**src/rtl/exp_sequencer_if.sv**
```systemverilog
// Handshake bundle between the exponentiation sequencer, its requester,
// the external latency down-counter and the modular multiplier.
interface exp_seq_if #(
    parameter int unsigned EXP_W = 64,
    parameter int unsigned CNT_W = 6
);
    // Requester side
    logic             start;
    logic [EXP_W-1:0] exponent;
    logic [CNT_W-1:0] lat;
    logic             busy;
    logic             done;
    logic             zero_exp;

    // Down-counter side
    logic             preset;
    logic [CNT_W-1:0] cnt_in;
    logic             cnt_done;

    // Multiplier side
    logic             mul_start;
    logic             mul_op;

    // Environment that drives requests and owns the counter
    modport master (
        output start, exponent, lat, cnt_done,
        input  preset, cnt_in, mul_start, mul_op, busy, done, zero_exp
    );

    // The sequencer itself
    modport slave (
        input  start, exponent, lat, cnt_done,
        output preset, cnt_in, mul_start, mul_op, busy, done, zero_exp
    );
endinterface

```
**src/rtl/exp_sequencer.sv**
```systemverilog
// Left-to-right square-and-multiply sequencer. For each exponent bit from the
// MSB down it issues one square, then one multiply when the bit is set, and
// paces every issue on an external down-counter loaded with the latency.
module exp_sequencer #(
    parameter int unsigned EXP_W = 64,
    parameter int unsigned CNT_W = 6
) (
    input  logic       clk,
    input  logic       rst,
    exp_seq_if.slave   bus
);

    localparam int unsigned IDX_W = (EXP_W > 1) ? $clog2(EXP_W) : 1;

    typedef enum logic [2:0] {
        IDLE,
        SCAN,
        SQR_ISSUE,
        MUL_ISSUE,
        GUARD,
        WAIT,
        FINISH
    } state_t;

    state_t           state_q;
    logic [EXP_W-1:0] exp_q;
    logic [CNT_W-1:0] lat_q;
    logic [IDX_W-1:0] bit_idx_q;
    logic             last_mul_q;
    logic             preset_q;
    logic [CNT_W-1:0] cnt_in_q;
    logic             mul_start_q;
    logic             mul_op_q;
    logic             busy_q;
    logic             done_q;
    logic             zero_exp_q;

    logic [IDX_W-1:0] msb_idx_d;
    logic             exp_zero_d;
    logic             cur_bit_d;

    // Index of the most-significant set bit of the latched exponent
    always_comb begin
        msb_idx_d = '0;
        for (int unsigned i = 0; i < EXP_W; i++) begin
            if (exp_q[i]) begin
                msb_idx_d = IDX_W'(i);
            end
        end
    end

    assign exp_zero_d = (exp_q == '0);
    assign cur_bit_d  = exp_q[bit_idx_q];

    // Sequencer state machine; strobes are registered and default low each cycle
    always_ff @(posedge clk or posedge rst) begin
        if (rst) begin
            state_q     <= IDLE;
            exp_q       <= '0;
            lat_q       <= '0;
            bit_idx_q   <= '0;
            last_mul_q  <= 1'b0;
            preset_q    <= 1'b0;
            cnt_in_q    <= '0;
            mul_start_q <= 1'b0;
            mul_op_q    <= 1'b0;
            busy_q      <= 1'b0;
            done_q      <= 1'b0;
            zero_exp_q  <= 1'b0;
        end else begin
            preset_q    <= 1'b0;
            cnt_in_q    <= '0;
            mul_start_q <= 1'b0;
            mul_op_q    <= 1'b0;
            done_q      <= 1'b0;
            zero_exp_q  <= 1'b0;

            case (state_q)
                IDLE: begin
                    if (bus.start) begin
                        exp_q   <= bus.exponent;
                        // A zero latency would never let the counter expire
                        lat_q   <= (bus.lat == '0) ? CNT_W'(1) : bus.lat;
                        busy_q  <= 1'b1;
                        state_q <= SCAN;
                    end
                end

                SCAN: begin
                    if (exp_zero_d) begin
                        done_q     <= 1'b1;
                        zero_exp_q <= 1'b1;
                        state_q    <= FINISH;
                    end else begin
                        bit_idx_q   <= msb_idx_d;
                        last_mul_q  <= 1'b0;
                        preset_q    <= 1'b1;
                        cnt_in_q    <= lat_q;
                        mul_start_q <= 1'b1;
                        mul_op_q    <= 1'b0;
                        state_q     <= SQR_ISSUE;
                    end
                end

                SQR_ISSUE, MUL_ISSUE: begin
                    state_q <= GUARD;
                end

                // Counter was only just loaded; its expiry flag is stale here
                GUARD: begin
                    state_q <= WAIT;
                end

                WAIT: begin
                    if (bus.cnt_done) begin
                        if (!last_mul_q && cur_bit_d) begin
                            last_mul_q  <= 1'b1;
                            preset_q    <= 1'b1;
                            cnt_in_q    <= lat_q;
                            mul_start_q <= 1'b1;
                            mul_op_q    <= 1'b1;
                            state_q     <= MUL_ISSUE;
                        end else if (bit_idx_q == '0) begin
                            done_q     <= 1'b1;
                            zero_exp_q <= exp_zero_d;
                            state_q    <= FINISH;
                        end else begin
                            bit_idx_q   <= bit_idx_q - IDX_W'(1);
                            last_mul_q  <= 1'b0;
                            preset_q    <= 1'b1;
                            cnt_in_q    <= lat_q;
                            mul_start_q <= 1'b1;
                            mul_op_q    <= 1'b0;
                            state_q     <= SQR_ISSUE;
                        end
                    end
                end

                FINISH: begin
                    busy_q  <= 1'b0;
                    state_q <= IDLE;
                end

                default: begin
                    busy_q  <= 1'b0;
                    state_q <= IDLE;
                end
            endcase
        end
    end

    assign bus.preset    = preset_q;
    assign bus.cnt_in    = cnt_in_q;
    assign bus.mul_start = mul_start_q;
    assign bus.mul_op    = mul_op_q;
    assign bus.busy      = busy_q;
    assign bus.done      = done_q;
    assign bus.zero_exp  = zero_exp_q;

    // Counter load and multiply launch always travel together
    ap_strobe_pair: assert property (@(posedge clk) disable iff (rst)
        preset_q == mul_start_q);

    // Strobes are single-cycle
    ap_strobe_single: assert property (@(posedge clk) disable iff (rst)
        mul_start_q |=> !mul_start_q);

    // Strobes only appear while in an issue state
    ap_strobe_state: assert property (@(posedge clk) disable iff (rst)
        mul_start_q |-> (state_q == SQR_ISSUE || state_q == MUL_ISSUE));

    // Completion is only signalled from FINISH
    ap_done_state: assert property (@(posedge clk) disable iff (rst)
        done_q |-> (state_q == FINISH && busy_q));

endmodule

```
**src/flat_wrapper.sv**
```systemverilog
// flat-port wrapper written by rule: the top's interface ports become plain ports
module exp_sequencer_flat 
#(
    parameter int unsigned EXP_W = 64,
    parameter int unsigned CNT_W = 6
)
  (clk, rst, bus_start, bus_exponent, bus_lat, bus_cnt_done, bus_preset, bus_cnt_in, bus_mul_start, bus_mul_op, bus_busy, bus_done, bus_zero_exp);
  exp_seq_if #(.EXP_W(EXP_W), .CNT_W(CNT_W)) bus_i ();
  input  logic clk;
  input  logic rst;
  input wire logic [$bits(bus_i.start)-1:0] bus_start;
  input wire logic [$bits(bus_i.exponent)-1:0] bus_exponent;
  input wire logic [$bits(bus_i.lat)-1:0] bus_lat;
  input wire logic [$bits(bus_i.cnt_done)-1:0] bus_cnt_done;
  output wire logic [$bits(bus_i.preset)-1:0] bus_preset;
  output wire logic [$bits(bus_i.cnt_in)-1:0] bus_cnt_in;
  output wire logic [$bits(bus_i.mul_start)-1:0] bus_mul_start;
  output wire logic [$bits(bus_i.mul_op)-1:0] bus_mul_op;
  output wire logic [$bits(bus_i.busy)-1:0] bus_busy;
  output wire logic [$bits(bus_i.done)-1:0] bus_done;
  output wire logic [$bits(bus_i.zero_exp)-1:0] bus_zero_exp;
  assign bus_i.start = bus_start;
  assign bus_i.exponent = bus_exponent;
  assign bus_i.lat = bus_lat;
  assign bus_i.cnt_done = bus_cnt_done;
  assign bus_preset = bus_i.preset;
  assign bus_cnt_in = bus_i.cnt_in;
  assign bus_mul_start = bus_i.mul_start;
  assign bus_mul_op = bus_i.mul_op;
  assign bus_busy = bus_i.busy;
  assign bus_done = bus_i.done;
  assign bus_zero_exp = bus_i.zero_exp;
  exp_sequencer #(.EXP_W(EXP_W), .CNT_W(CNT_W)) u_core (.clk(clk), .rst(rst), .bus(bus_i));
endmodule
```
**config.mk**
```make
export PLATFORM = sky130hd
export DESIGN_NAME = exp_sequencer_flat
export DESIGN_NICKNAME = d
export VERILOG_FILES = /design/src/rtl/exp_sequencer_if.sv /design/src/rtl/exp_sequencer.sv /design/src/flat_wrapper.sv
export SDC_FILE = /design/constraint.sdc
export NUM_CORES = 1
export LEC_CHECK = 0
export ABC_AREA = 1
export ABC_CLOCK_PERIOD_IN_PS = 9980
export BUFFER_PORTS_ARGS = -buffer_cell sky130_fd_sc_hd__buf_2
export CAP_MARGIN = 10
export CORE_MARGIN = 8
export CORE_UTILIZATION = 32
export CTS_CLUSTER_DIAMETER = 100
export CTS_CLUSTER_SIZE = 28
export DETAILED_ROUTE_END_ITERATION = 8
export SYNTH_ARGS = -nofsm -noshare
export SYNTH_HDL_FRONTEND = slang
export SYNTH_SLANG_ARGS = --single-unit
```
**constraint.sdc**
```tcl
create_clock -name clk -period 9.98 [get_ports clk]
set_input_delay 0 -clock clk [delete_from_list [all_inputs] [get_ports clk]]
set_output_delay 0 -clock clk [all_outputs]
set_load 0.01 [all_outputs]
```
==> results.md, run 1 <==
CTS:
- The number of clock buffers inserted by TritonCTS is 9.
- For the worst-skew pair, the clock arrives at the later sink with an insertion delay of 350 ps.
- The number of H-tree branching levels is 3.
- Clock-pin slew was measured on the worst setup and hold paths at approximately 70 ps.
- In this run the post-CTS setup repair buffer count came out at 0.
- The TritonCTS clock tree is done.
- The tree is rooted in a clkbuf_16.
- CTS saw 91 sinks.
- In this run, post-CTS hold repair placed 74 buffers.
- The clock tree buffer depth is 2.
- The number of gates resized after CTS was 0.

Power and ir drop:
- The power per standard cell area is ~300 nW/um2.
- Of the total power, the clock network draws 16.6%.
- The switching power is about 0.00085 W.
- The share of total power dissipated in combinational logic is around half.
- The share of total power dissipated in sequential elements is 32.7%.
- The peak ir drop on the vdd network is ~0.1 mV.
- The internal power of the cells totals around 0.0012 W.
- The switching part of the total is 41.2%.
- The leakage component of the power is approximately 3.3 nW.

Global routing:
- The first global-routing pass estimated 23400 um of wire.
- The number of antenna violations at the first check in global routing is 0.
- Global routing used between 10 and 15% of the available tracks across all layers.
- The via count of the first global-routing pass came to 4931.
- The maximum number of pins on one net before global-route repair is 76.
- For this run the aggregate overflow at the end of global routing stands at 0.

Layout:
- The final net count is around 910.
- After routing the design area is about 6800 um2.
- After filler insertion, the fill cell instance count of the layout stands at about 1700.
- Summing all multi-input logic gate instances after layout gives 2110 um2.
- Cells with a size suffix above 1 make up around 17% of the layout.
- The core occupancy in the finished layout is a little over two fifths.
- In the final layout, flip-flops and latches occupy between 2000 and 2500 um2.
- The final antenna diode count is 0.
- The post-synthesis to final-layout area growth is 31.7%.

STA:
- Setup repair after global routing left no endpoint under its margin.
- Hold is met by roughly 250 ps.
- The total setup violations reported at the end of the flow is 0.
- The sum of negative setup slack is 0 ps.
- For this run, the top clock speed supported by timing is 282 MHz.
- The number of hold-slack violations in the final timing report is 0.
- The final number of max-transition violations is 0.
- Measured against its own limit, the worst slew margin works out to a little under half.
- The clock tree skew after final layout is around 9 ps.
- In the finished design, the share of the clock period the worst path needs comes to ~36%.
- The actual transition at the worst max-transition pin is between 800 and 900 ps.
- The smallest setup slack after layout is 6430 ps.
- Counting I/O delays and the setup requirement, the final critical path takes approximately 3500 ps.

Min path:
- The worst hold path belongs to the class primary input to asynchronous set/reset pin.

Place:
- The placed instances occupy a cell area of 5800 um2.
- The number of buffers added on ports is 85.
- At the placement stage, the worst setup path has a slack of between 6000 and 7000 ps.
- The HPWL after detailed placement is approximately 9400 um.
- Routability-driven placement finished with a final weighted congestion of ~0.79.

Route:
- The first TritonRoute pass finished after 4 iterations.
- The overall via count from detail_route is approximately 4700.
- The number of nets with antenna violations after detailed routing is 0.
- The post-detailed-route DRC marker count is 0.
- The first routing iteration left between 200 and 300 violations.
- The detail-routed via count per cell is 4.45.
- Dividing the detail-routed wire length by the instance count gives between 10 and 15 um.
- The final routed wirelength across all metal layers is 13600 um.

Floorplanning:
- The x dimension of the die is between 100 and 150 um.
- The initialized floorplan defines 46 standard-cell rows.
- The core region area is roughly 16000 um2.
- The initial utilization of the core area, before any placement, comes to approximately 33%.
- The total I/O pin count is 86.
- The floorplan step set the die height to about 140 um.
- The full die area is between 20000 and 25000 um2.

Synth:
- The number of enable-type register cells in the synthesized netlist is 0.
- The mapped cell area is 5190 um2.
- The register area share after synthesis is between 40% and 50%.
- Synthesis produced 690 cells.
- When the netlist entered floorplanning its net count stood at ~770.
- The top flip-flop cell by instance count after synthesis is dfrtp_1.
- The post-synthesis async set-or-reset flop share is 100%.
- The mean instance size in the synthesized netlist is approximately 7.5 um2.
- The warning count from the yosys run is 0.
- In this run, synthesis produced a sequential element count of slightly above 90.
- The number of distinct library cells after synthesis is 30.

Worst setup path:
- The endpoint required time on the critical path is a little over 10000 ps.
- STA classifies the critical path startpoint as a register.
- The signal arrival time at the worst endpoint is 3780 ps.
- The critical path in this run is classified as register to register.
- The cell that appears most often on the critical path is nand2_1.
- In this run the worst path has a maximum fanout of 4.
- The library cell contributing the largest single delay on the critical path is dfrtp_1.
- In this design, the stage delay of the slowest critical-path cell is between 400 and 500 ps.
- The type of element capturing the critical path is a register.

Status:
- The run finished with clean final reports.

Run:
- Max-cap violations in this run came to 0.
==> state kept, by name, summed over array words and instances (netlist names) <==
register / flops
u_core.bus.zero_exp: 1
u_core.bus.preset: 1
u_core.bus.mul_op: 1
u_core.lat_q: 6
u_core.exp_q: 64
u_core.bus.done: 1
u_core.bit_idx_q: 6
u_core.bus.cnt_in: 6
u_core.state_q: 3
u_core.bus.busy: 1
u_core.last_mul_q: 1
==> logic make-up after synthesis <==
kind of cell | after synthesis | synth area share (%)
buffers and inverters | 121 | 15.5
AO/OA/AOI/OAI | 164 | 16.4
adder cells (fa/ha/maj) | 2 | 0.482
flip-flops | 91 | 43.9
AND/OR/NAND/NOR | 312 | 23.7
==> Yosys cell counts (4+ instances only) <==
cell | n | area [um2]
bufinv_8 | 25 | 438
dfrtp_1 | 91 | 2280
clkbuf_1 | 23 | 86.3
o21ai_1 | 50 | 250
o21ai_0 | 65 | 325
inv_1 | 50 | 188
nand3_1 | 30 | 150
nor2_1 | 66 | 248
a21oi_1 | 36 | 180
nand2_1 | 207 | 777
nor4_1 | 4 | 25.0
inv_2 | 14 | 52.6
==> per-layer routing <==
| layer | GRT usage [%] | wire length, um | part of all wire, % |
|---|---|---|---|
| met5 | 0 | 0 | 0 |
| met3 | 3.52 | 511 | 3.8 |
| met1 | 18.3 | 6550 | 48 |
| met4 | 2.99 | 122 | 0.90 |
| met2 | 23.4 | 6380 | 47 |
==> critical path, delay by kind of cell, from the launching register on <==
kind	cells	cell delay [ps]
flip-flops	1	410
AND/OR/NAND/NOR	64	3020
==> cells in the final DEF (no fill, tap or decap), types with 2 or more instances in the layout <==
cell type	n
clkbuf_16	9
clkinv_1	3
bufinv_8	25
inv_1	49
nand4_1	2
a21oi_1	36
dfrtp_1	91
clkinv_2	5
ha_1	2
inv_2	13
buf_2	85
clkinvlp_4	2
nor4_1	4
o311ai_1	2
o21ai_1	50
o21ai_0	65
dlygate4sd3_1	74
nor2_1	66
a31oi_1	3
o211ai_1	2
o31ai_1	2
buf_4	3
nand3_1	30
nand2_1	207
==> power by group through the flow <==
| stage | Clock (W) | Combinational (W) | Sequential (W) |
|---|---|---|---|
| final | 0.000342 | 0.00104 | 0.000674 |
| after global routing | 0.000371 | 0.00120 | 0.000699 |
| after CTS | 0.000352 | 0.00106 | 0.000676 |
| after detailed placement | 0 | 0.00103 | 0.000681 |
| after global placement | 0 | 0.00102 | 0.000677 |
| after floorplan | 0 | 0.000835 | 0.000642 |
==> metrics by stage <==
stage | power, W | cells
2_1_floorplan | 0.00148 | 690
3_3_place_gp | 0.00170 | 966
3_5_place_dp | 0.00171 | 966
4_1_cts | 0.00209 | 1056
5_1_grt | 0.00227 | 1056
6_report | 0.00206 | 1056
==> cell type report <==
| cell class | instances | share of cell area, % |
|---|---|---|
| Clock buffer | 9 | 3.29 |
| Multi-Input combinational cell | 478 | 30.8 |
| Tap cell | 216 | 3.95 |
| Inverter | 93 | 10.2 |
| Sequential cell | 91 | 33.3 |
| Timing Repair Buffer | 162 | 17.4 |
| Clock inverter | 7 | 1.01 |
==> path summary, 6_finish.rpt <==
check                             startpoint                  end  slack [ps]  cells past startpoint
hold / removal                           rst     u_core.exp_q[53]         250                      3
min in group clk            bus_exponent[50]     u_core.exp_q[50]         390                      4
setup reg to reg             u_core.exp_q[1]  u_core.bit_idx_q[0]        6430                     64
max in group asynchronous                rst      u_core.exp_q[6]        8590                      4
hold reg to reg            u_core.last_mul_q    u_core.bus.mul_op         470                      1
setup / recovery             u_core.exp_q[1]  u_core.bit_idx_q[0]        6430                     64
No activity file was read; power rests on OpenSTA's default activity.
==> run 2: changes to the inputs <==
--- a/config.mk
+++ b/config.mk
@@ -6,7 +6,7 @@
 export NUM_CORES = 1
 export LEC_CHECK = 0
 export ABC_AREA = 1
-export ABC_CLOCK_PERIOD_IN_PS = 9980
+export ABC_CLOCK_PERIOD_IN_PS = 3400
 export BUFFER_PORTS_ARGS = -buffer_cell sky130_fd_sc_hd__buf_2
 export CAP_MARGIN = 10
 export CORE_MARGIN = 8
==> constraint.sdc (replaced) <==
create_clock -name clk -period 3.4 [get_ports clk]
set_input_delay 0 -clock clk [delete_from_list [all_inputs] [get_ports clk]]
set_output_delay 0 -clock clk [all_outputs]
set_load 0.01 [all_outputs]
==> results.md, run 2 (synthesized netlist as in run 1, its figures left out) <==
CTS:
- The insertion delay to the later sink of the worst-skew pair is 340 ps (about the same).
- The number of cells upsized or downsized after cts is 0 (unchanged).
- The number of clock sinks is 91 (unchanged).
- The TritonCTS clock tree is done.
- The cell sitting at the root of the clock tree is a clkbuf_16.
- The clock-pin slew reported for the worst setup and hold paths after clock tree synthesis was 60 ps (about the same).
- The number of clock buffers inserted by TritonCTS was 9 (unchanged).
- The clock tree buffer depth is 2 (unchanged).
- The number of H-tree branching levels is 3 (unchanged).

STA:
- The timing-limited maximum frequency came to 284 MHz (+0.77%).
- The worst-case hold slack is 250 ps (-4.17 ps).
- The smallest setup slack after layout is -119 ps (-6550 ps).
- The number of hold-slack violations in the final timing report is 0 (unchanged).
- The tightest slew margin relative to the limit was 55.7% (+9.4 points).
- The final clock period utilization by the worst path is 103% (+68 points).
- The sum of negative setup slack is -119 ps (-119 ps).
- The clock tree skew after final layout came to 8.49 ps (-0.480 ps).
- The minimum period implied by the final worst setup slack is 3520 ps (-27.1 ps).
- Setup repair after global routing could not meet its margin everywhere.
- The actual transition at the worst max-transition pin is 664 ps (-139 ps).
- The final number of max-transition violations is 0 (unchanged).
- The total setup violations reported at the end of the flow is 1 (+1).

Worst setup path:
- The start point of the critical path is u_core.exp_q[3].
- The signal arrival time at the worst endpoint is 3760 ps (-20 ps).
- The cell that appears most often on the critical path is nand2_1.
- The largest individual stage delay along the critical path comes from the cell dfrtp_1.
- The type of element capturing the critical path is a register.
- The worst reg-to-reg path cell count came to 64 (unchanged).
- The endpoint required time on the critical path is 3640 ps (-6580 ps).
- The maximum cell stage delay along the critical path is 400 ps (about the same).
- The reg-to-reg setup timing slack is -120 ps (-6550 ps).
- The worst setup path is launched from a register.
- The critical-path maximum fanout is 2 (-2).
- The launch point of the worst reg-to-reg path is u_core.exp_q[3].
- The worst setup path is of the register to register kind.
- The endpoint identified for the worst register-to-register timing path is u_core.bit_idx_q[0].

Floorplanning:
- The vertical die dimension is 143 um (unchanged).
- The number of standard-cell rows in the floorplan was 46 (unchanged).
- The core region area is 15900 um2 (unchanged).
- The full die area is 20600 um2 (unchanged).
- The total I/O pin count is 86 (unchanged).
- The x dimension of the die came to 143 um (unchanged).
- The initial core utilization is 32.7% (unchanged).

Min path:
- The type of the most critical hold path is primary input to asynchronous set/reset pin.

Global routing:
- The overall routing resource usage came to 13.8% (-0.37 points).
- The via count of the first global-routing pass was 4761 (-3.4%).
- The maximum number of pins on one net before global-route repair is 61 (-20%).
- The first-pass GRT wire length is 22700 um (-2.8%).
- The number of antenna violations at the first check in global routing is 0 (unchanged).
- The sum of overflow across all layers after global routing is 0 (unchanged).

Route:
- The detail-routed net length per standard cell is 12.6 um (-1.7%).
- The number of nets with antenna violations after detailed routing is 0 (unchanged).
- The overall via count from detail_route is 4710 (+0.28%).
- The final routed wirelength across all metal layers is 13500 um (-0.72%).
- The detail-routed via count per cell is 4.42 (-0.66%).
- The iteration count of the initial detailed-routing pass is 4 (unchanged).
- The detailed router's first-iteration violation count is 228 (-17%).
- The post-detailed-route DRC marker count is 0 (unchanged).

Place:
- The cell area reported after detailed placement was 5890 um2 (+1.6%).
- The number of buffers added on ports is 85 (unchanged).
- The HPWL after detailed placement came to 9630 um (+2.0%).
- The cell total after placement came to 978 (+1.2%).
- The final weighted congestion in routability-driven placement is 0.793 (+0.83%).

Power and ir drop:
- The power per standard cell area came to 874 nW/um2 (+190%).
- The combinational group share of total power is 53.0% (+2.3 points).
- The relative contribution of the clock network to total power is 14.8% (-1.8 points).
- The switching power is 0.00245 W (+190%).
- The relative contribution of sequential cells to total power was 32.2% (-0.5 points).
- The leakage component of the power is 3.38 nW (+1.3%).
- The peak ir drop on the vdd network is 0.303 mV (+200%).
- The switching part of the total is 40.7% (-0.42 points).
- The total internal power came to 0.00357 W (+190%).

Layout:
- The core occupancy in the finished layout was 43.4% (+0.34 points).
- The share of cells above drive strength 1 came to 18.0% (+0.62 points).
- The library cells used most frequently in the layout, excluding fill and tap cells, are nand2_1 (207), dfrtp_1 (91), buf_2 (85).
- The register ranked first by flip-flop count is u_core.exp_q.
- The number of standard cells in the layout, taps in and fillers out is 1066 (+0.95%).
- Leaving out fill and tap cells, the most frequent cell in the layout is nand2_1.
- The register area came to 2280 um2 (unchanged).
- The footprint of the multi-input gates came to 2110 um2 (unchanged).
- The final design instance area without fill is 6890 um2 (+0.79%).
- The final net count is 924 (+1.4%).
- The total of fill cells in the finished design is 1685 (+0.66%).
- The post-synthesis to final-layout area growth is 32.7%.
- The final antenna diode count came to 0 (unchanged).
- The flip-flop count of the largest register after layout is 64 (unchanged).

Run:
- The max-capacitance violation count is 0 (unchanged).

Status:
- The checks that failed: setup timing.
- The flow ran to the end, but the final reports show violations.
[run 2: repair_timing]
item,4_1_cts,5_1_grt
hold endpoints to repair,108,0
buffers inserted,1,0
hold buffers,74,0
setup endpoints to repair,1,1
[run 2: layout make-up]
class | instances | area share (%)
tap | 216 | 3.92
timing repair buffer | 175 | 18.7
clock buffer | 13 | 3.63
multi-input combinational | 478 | 30.6
inverter | 93 | 10.1
sequential | 91 | 33.0
[run 2: power by group through the flow]
stage	Combinational, W	Clock, W	Sequential, W
floorplan	0.00245	0	0.00188
CTS	0.00324	0.000930	0.00194
global route	0.00367	0.000957	0.00200
finish	0.00319	0.000891	0.00194
global placement	0.00312	0	0.00195
detailed placement	0.00315	0	0.00195
[run 2: layer usage]
metal  vias up  share of wire, %  GRT usage (%)
met3         9               3.9           2.99
met2        72                47           22.7
met5         -                 0              0
met4         0               1.2           3.82
met1      2113                48           17.8
li1       2516                 -              -
[run 2: worst max-delay path by stage]
stage | to | slack, ps | cells after the start
6_report | u_core.bit_idx_q[0] | -120 | 64
5_1_grt | u_core.bit_idx_q[0] | -820 | 64
4_1_cts | u_core.bit_idx_q[0] | -170 | 64
3_5_place_dp | u_core.bit_idx_q[0] | -150 | 64
3_3_place_gp | u_core.bit_idx_q[0] | -120 | 62
2_1_floorplan | u_core.bit_idx_q[0] | 220 | 62
[run 2: worst max-delay path, delay by kind of cell (launching register included)]
kind / cells / cell delay, ps
buffers and inverters: 1 / 60
flip-flops: 1 / 400
AND/OR/NAND/NOR: 63 / 2970
[run 2: metrics by stage]
step           setup WS, ps  power, W
5_1_grt                -824   0.00663
3_5_place_dp           -155   0.00510
6_report               -119   0.00603
4_1_cts                -173   0.00612
2_1_floorplan           218   0.00433
3_3_place_gp           -118   0.00507
==> run 3: changes to the inputs <==
--- a/config.mk
+++ b/config.mk
@@ -9,11 +9,13 @@
 export ABC_CLOCK_PERIOD_IN_PS = 3400
 export BUFFER_PORTS_ARGS = -buffer_cell sky130_fd_sc_hd__buf_2
 export CAP_MARGIN = 10
+export CORE_ASPECT_RATIO = 0.9
 export CORE_MARGIN = 8
 export CORE_UTILIZATION = 32
 export CTS_CLUSTER_DIAMETER = 100
 export CTS_CLUSTER_SIZE = 28
 export DETAILED_ROUTE_END_ITERATION = 8
+export SKIP_LAST_GASP = 1
 export SYNTH_ARGS = -nofsm -noshare
 export SYNTH_HDL_FRONTEND = slang
 export SYNTH_SLANG_ARGS = --single-unit
==> results.md, run 3 (synthesized netlist as in run 1, its figures left out) <==
Power and ir drop:
- The power per standard cell area is 891 nW/um2 (+1.9%).
- The peak ir drop on the vdd network came to 0.373 mV (+23%).
- The overall power consumption is 0.00619 W (+2.7%).
- The leakage component of the power is 3.42 nW (+1.1%).

STA:
- The actual transition at the worst max-transition pin was 657 ps (-7.71 ps).
- The tightest slew margin relative to the limit is 56.2% (+0.51 points).
- The final number of max-transition violations came to 0 (unchanged).
- The total setup violations reported at the end of the flow is 1 (unchanged).
- The sum of negative setup slack is -124 ps (-5.26 ps).
- The final clock period utilization by the worst path was 104% (+0.15 points).
- The minimum period implied by the final worst setup slack is 3520 ps (+5.26 ps).
- The number of hold-slack violations in the final timing report came to 0 (unchanged).
- The smallest setup slack after layout came to -124 ps (-5.26 ps).
- Setup repair after global routing could not meet its margin everywhere.
- The timing-limited maximum frequency is 284 MHz (-0.15%).
- The clock tree skew after final layout is 6.83 ps (-1.66 ps).

Worst setup path:
- The worst setup path is launched from a register.
- The launch point of the worst reg-to-reg path is u_core.exp_q[2].
- The critical path is of the register to register type.
- The signal arrival time at the worst endpoint is 3810 ps (+50 ps).
- STA classifies the critical path endpoint as a register.
- The dominant cell type by count on the critical path is nand2_1.
- The library cell contributing the largest single delay on the critical path is dfrtp_1.
- The reg-to-reg setup timing slack is -120 ps (about the same).
- The critical-path maximum fanout is 2 (unchanged).
- The start point of the critical path is u_core.exp_q[2].
- The endpoint required time on the critical path is 3690 ps (+50 ps).
- The maximum cell stage delay along the critical path came to 370 ps (-30 ps).

Floorplanning:
- The initial core utilization came to 32.4% (-0.28 points).
- The core region area is 16000 um2 (+0.85%).
- The x dimension of the die came to 150 um (+4.8%).
- The number of standard-cell rows in the floorplan was 44 (-4.3%).
- The full die area came to 20600 um2 (about the same).
- The total I/O pin count is 86 (unchanged).
- The vertical die dimension is 137 um (-4.6%).

Route:
- The number of nets with antenna violations after detailed routing came to 0 (unchanged).
- The overall via count from detail_route is 4751 (+0.87%).
- The iteration count of the initial detailed-routing pass is 4 (unchanged).
- The detail-routed net length per standard cell is 12.9 um (+1.7%).
- The detailed router's first-iteration violation count is 275 (+21%).
- The detail-routed via count per cell is 4.48 (+1.3%).
- The final routed wirelength across all metal layers is 13600 um (+1.3%).
- The post-detailed-route DRC marker count is 0 (unchanged).

CTS:
- The tree is rooted in a clkbuf_16.
- The clock tree buffer depth is 2 (unchanged).
- The insertion delay to the later sink of the worst-skew pair is 350 ps (about the same).
- The number of H-tree branching levels is 3 (unchanged).
- The number of clock buffers inserted by TritonCTS is 9 (unchanged).
- The clock-pin slew reported for the worst setup and hold paths after clock tree synthesis is 60 ps (about the same).
- The number of clock sinks is 91 (unchanged).
- The number of cells upsized or downsized after cts is 0 (unchanged).
- The TritonCTS clock tree is done.

Global routing:
- The sum of overflow across all layers after global routing was 0 (unchanged).
- The via count of the first global-routing pass came to 4652 (-2.3%).
- The overall routing resource usage was 13.7% (-0.068 points).
- The maximum number of pins on one net before global-route repair is 48 (-21%).
- The number of antenna violations at the first check in global routing is 0 (unchanged).
- The first-pass GRT wire length came to 22400 um (-1.2%).

Layout:
- In the layout the commonest cells are nand2_1 (207), dfrtp_1 (91), buf_2 (85).
- The share of cells above drive strength 1 was 18.6% (+0.62 points).
- The library cell used most frequently in the layout, excluding fill and tap cells, is nand2_1.
- The register ranked first by flip-flop count is u_core.exp_q.
- The flip-flop count of the largest register after layout is 64 (unchanged).
- The final net count came to 926 (+0.22%).
- The final antenna diode count came to 0 (unchanged).
- The post-synthesis to final-layout area growth is 33.9%.

Place:
- The final weighted congestion in routability-driven placement is 0.796 (+0.34%).
- The number of buffers added on ports is 85 (unchanged).
- The HPWL after detailed placement came to 9630 um (about the same).

Status:
- The run finished, with violations left.
- The checks that failed: setup timing.

Min path:
- The tightest min-delay check is of the primary input to register type.
- The worst min-delay path startpoint is bus_start.

Run:
- The max-capacitance violation count came to 0 (unchanged).
[run 3: changes by cell type in the layout (fill, tap and decap cells not counted)]
cell,change
clkbuf_1,-1
buf_4,+2
clkinv_2,+1
bufinv_16,+1
dlygate4sd3_1,-1
buf_12,+1
clkbuf_8,+1
[run 3: what timing repair did]
item | 4_1_cts | 5_1_grt
endpoints found under the hold margin | 103 | 0
setup endpoints to repair | 1 | 2
hold buffers | 73 | 0
setup buffers | 2 | 0
pin swaps | 0 | 1
[run 3: power by group]
| group | switching, W | internal (W) |
|---|---|---|
| Combinational | 0.00174 | 0.00150 |
| Sequential | 0.000349 | 0.00159 |
| Clock | 0.000408 | 0.000605 |
| Total | 0.00249 | 0.00370 |
[run 3: layer usage]
metal | part of all wire [%] | GRT usage [%] | vias up | wire length [um]
met5 | 0 | 0 | - | 0
met4 | 1.1 | 3.83 | 0 | 149
met3 | 4.3 | 3.17 | 10 | 586
met2 | 45 | 21.2 | 90 | 6100
met1 | 50 | 18.8 | 2123 | 6800
li1 | - | - | 2528 | -
[run 3: layout make-up]
| cell class | instances | area, um2 |
|---|---|---|
| Sequential cell | 91 | 2280 |
| Fill cell | 1654 | 9070 |
| Tap cell | 207 | 259 |
| Clock buffer | 13 | 260 |
| Clock inverter | 2 | 35.0 |
| Inverter | 93 | 698 |
| Multi-Input combinational cell | 478 | 2110 |
| Timing Repair Buffer | 177 | 1310 |
[run 3: critical path: cells and delay by family (launching register included)]
family / cells / cell delay [ps]
simple gates: 64 / 3060
flops: 1 / 370
buf+inv: 1 / 50
[run 3: path summary, 6_finish.rpt]
| check | end | cells past startpoint |
|---|---|---|
| setup / recovery | u_core.bit_idx_q[0] | 65 |
| hold / removal | u_core.state_q[0] | 3 |
| setup reg to reg | u_core.bit_idx_q[0] | 65 |
| hold reg to reg | u_core.bus.mul_op | 1 |
| max in group asynchronous | u_core.exp_q[35] | 4 |
| min in group asynchronous | u_core.bus.cnt_in[2] | 3 |
[run 3: stage by stage]
step / utilization (%) / instance area (um2) / worst slack (ps) / hold slack (ps) / std cells
detailed placement: 36.9 / 5910 / -141 / 54.9 / 971
global route: 43.4 / 6950 / -894 / 24.5 / 1061
CTS: 43.4 / 6950 / -160 / 1.21 / 1061
floorplan: - / 5190 / 218 / 110 / 690
global placement: 36.9 / 5910 / -128 / 60.0 / 971
finish: 43.4 / 6950 / -124 / 15.5 / 1061
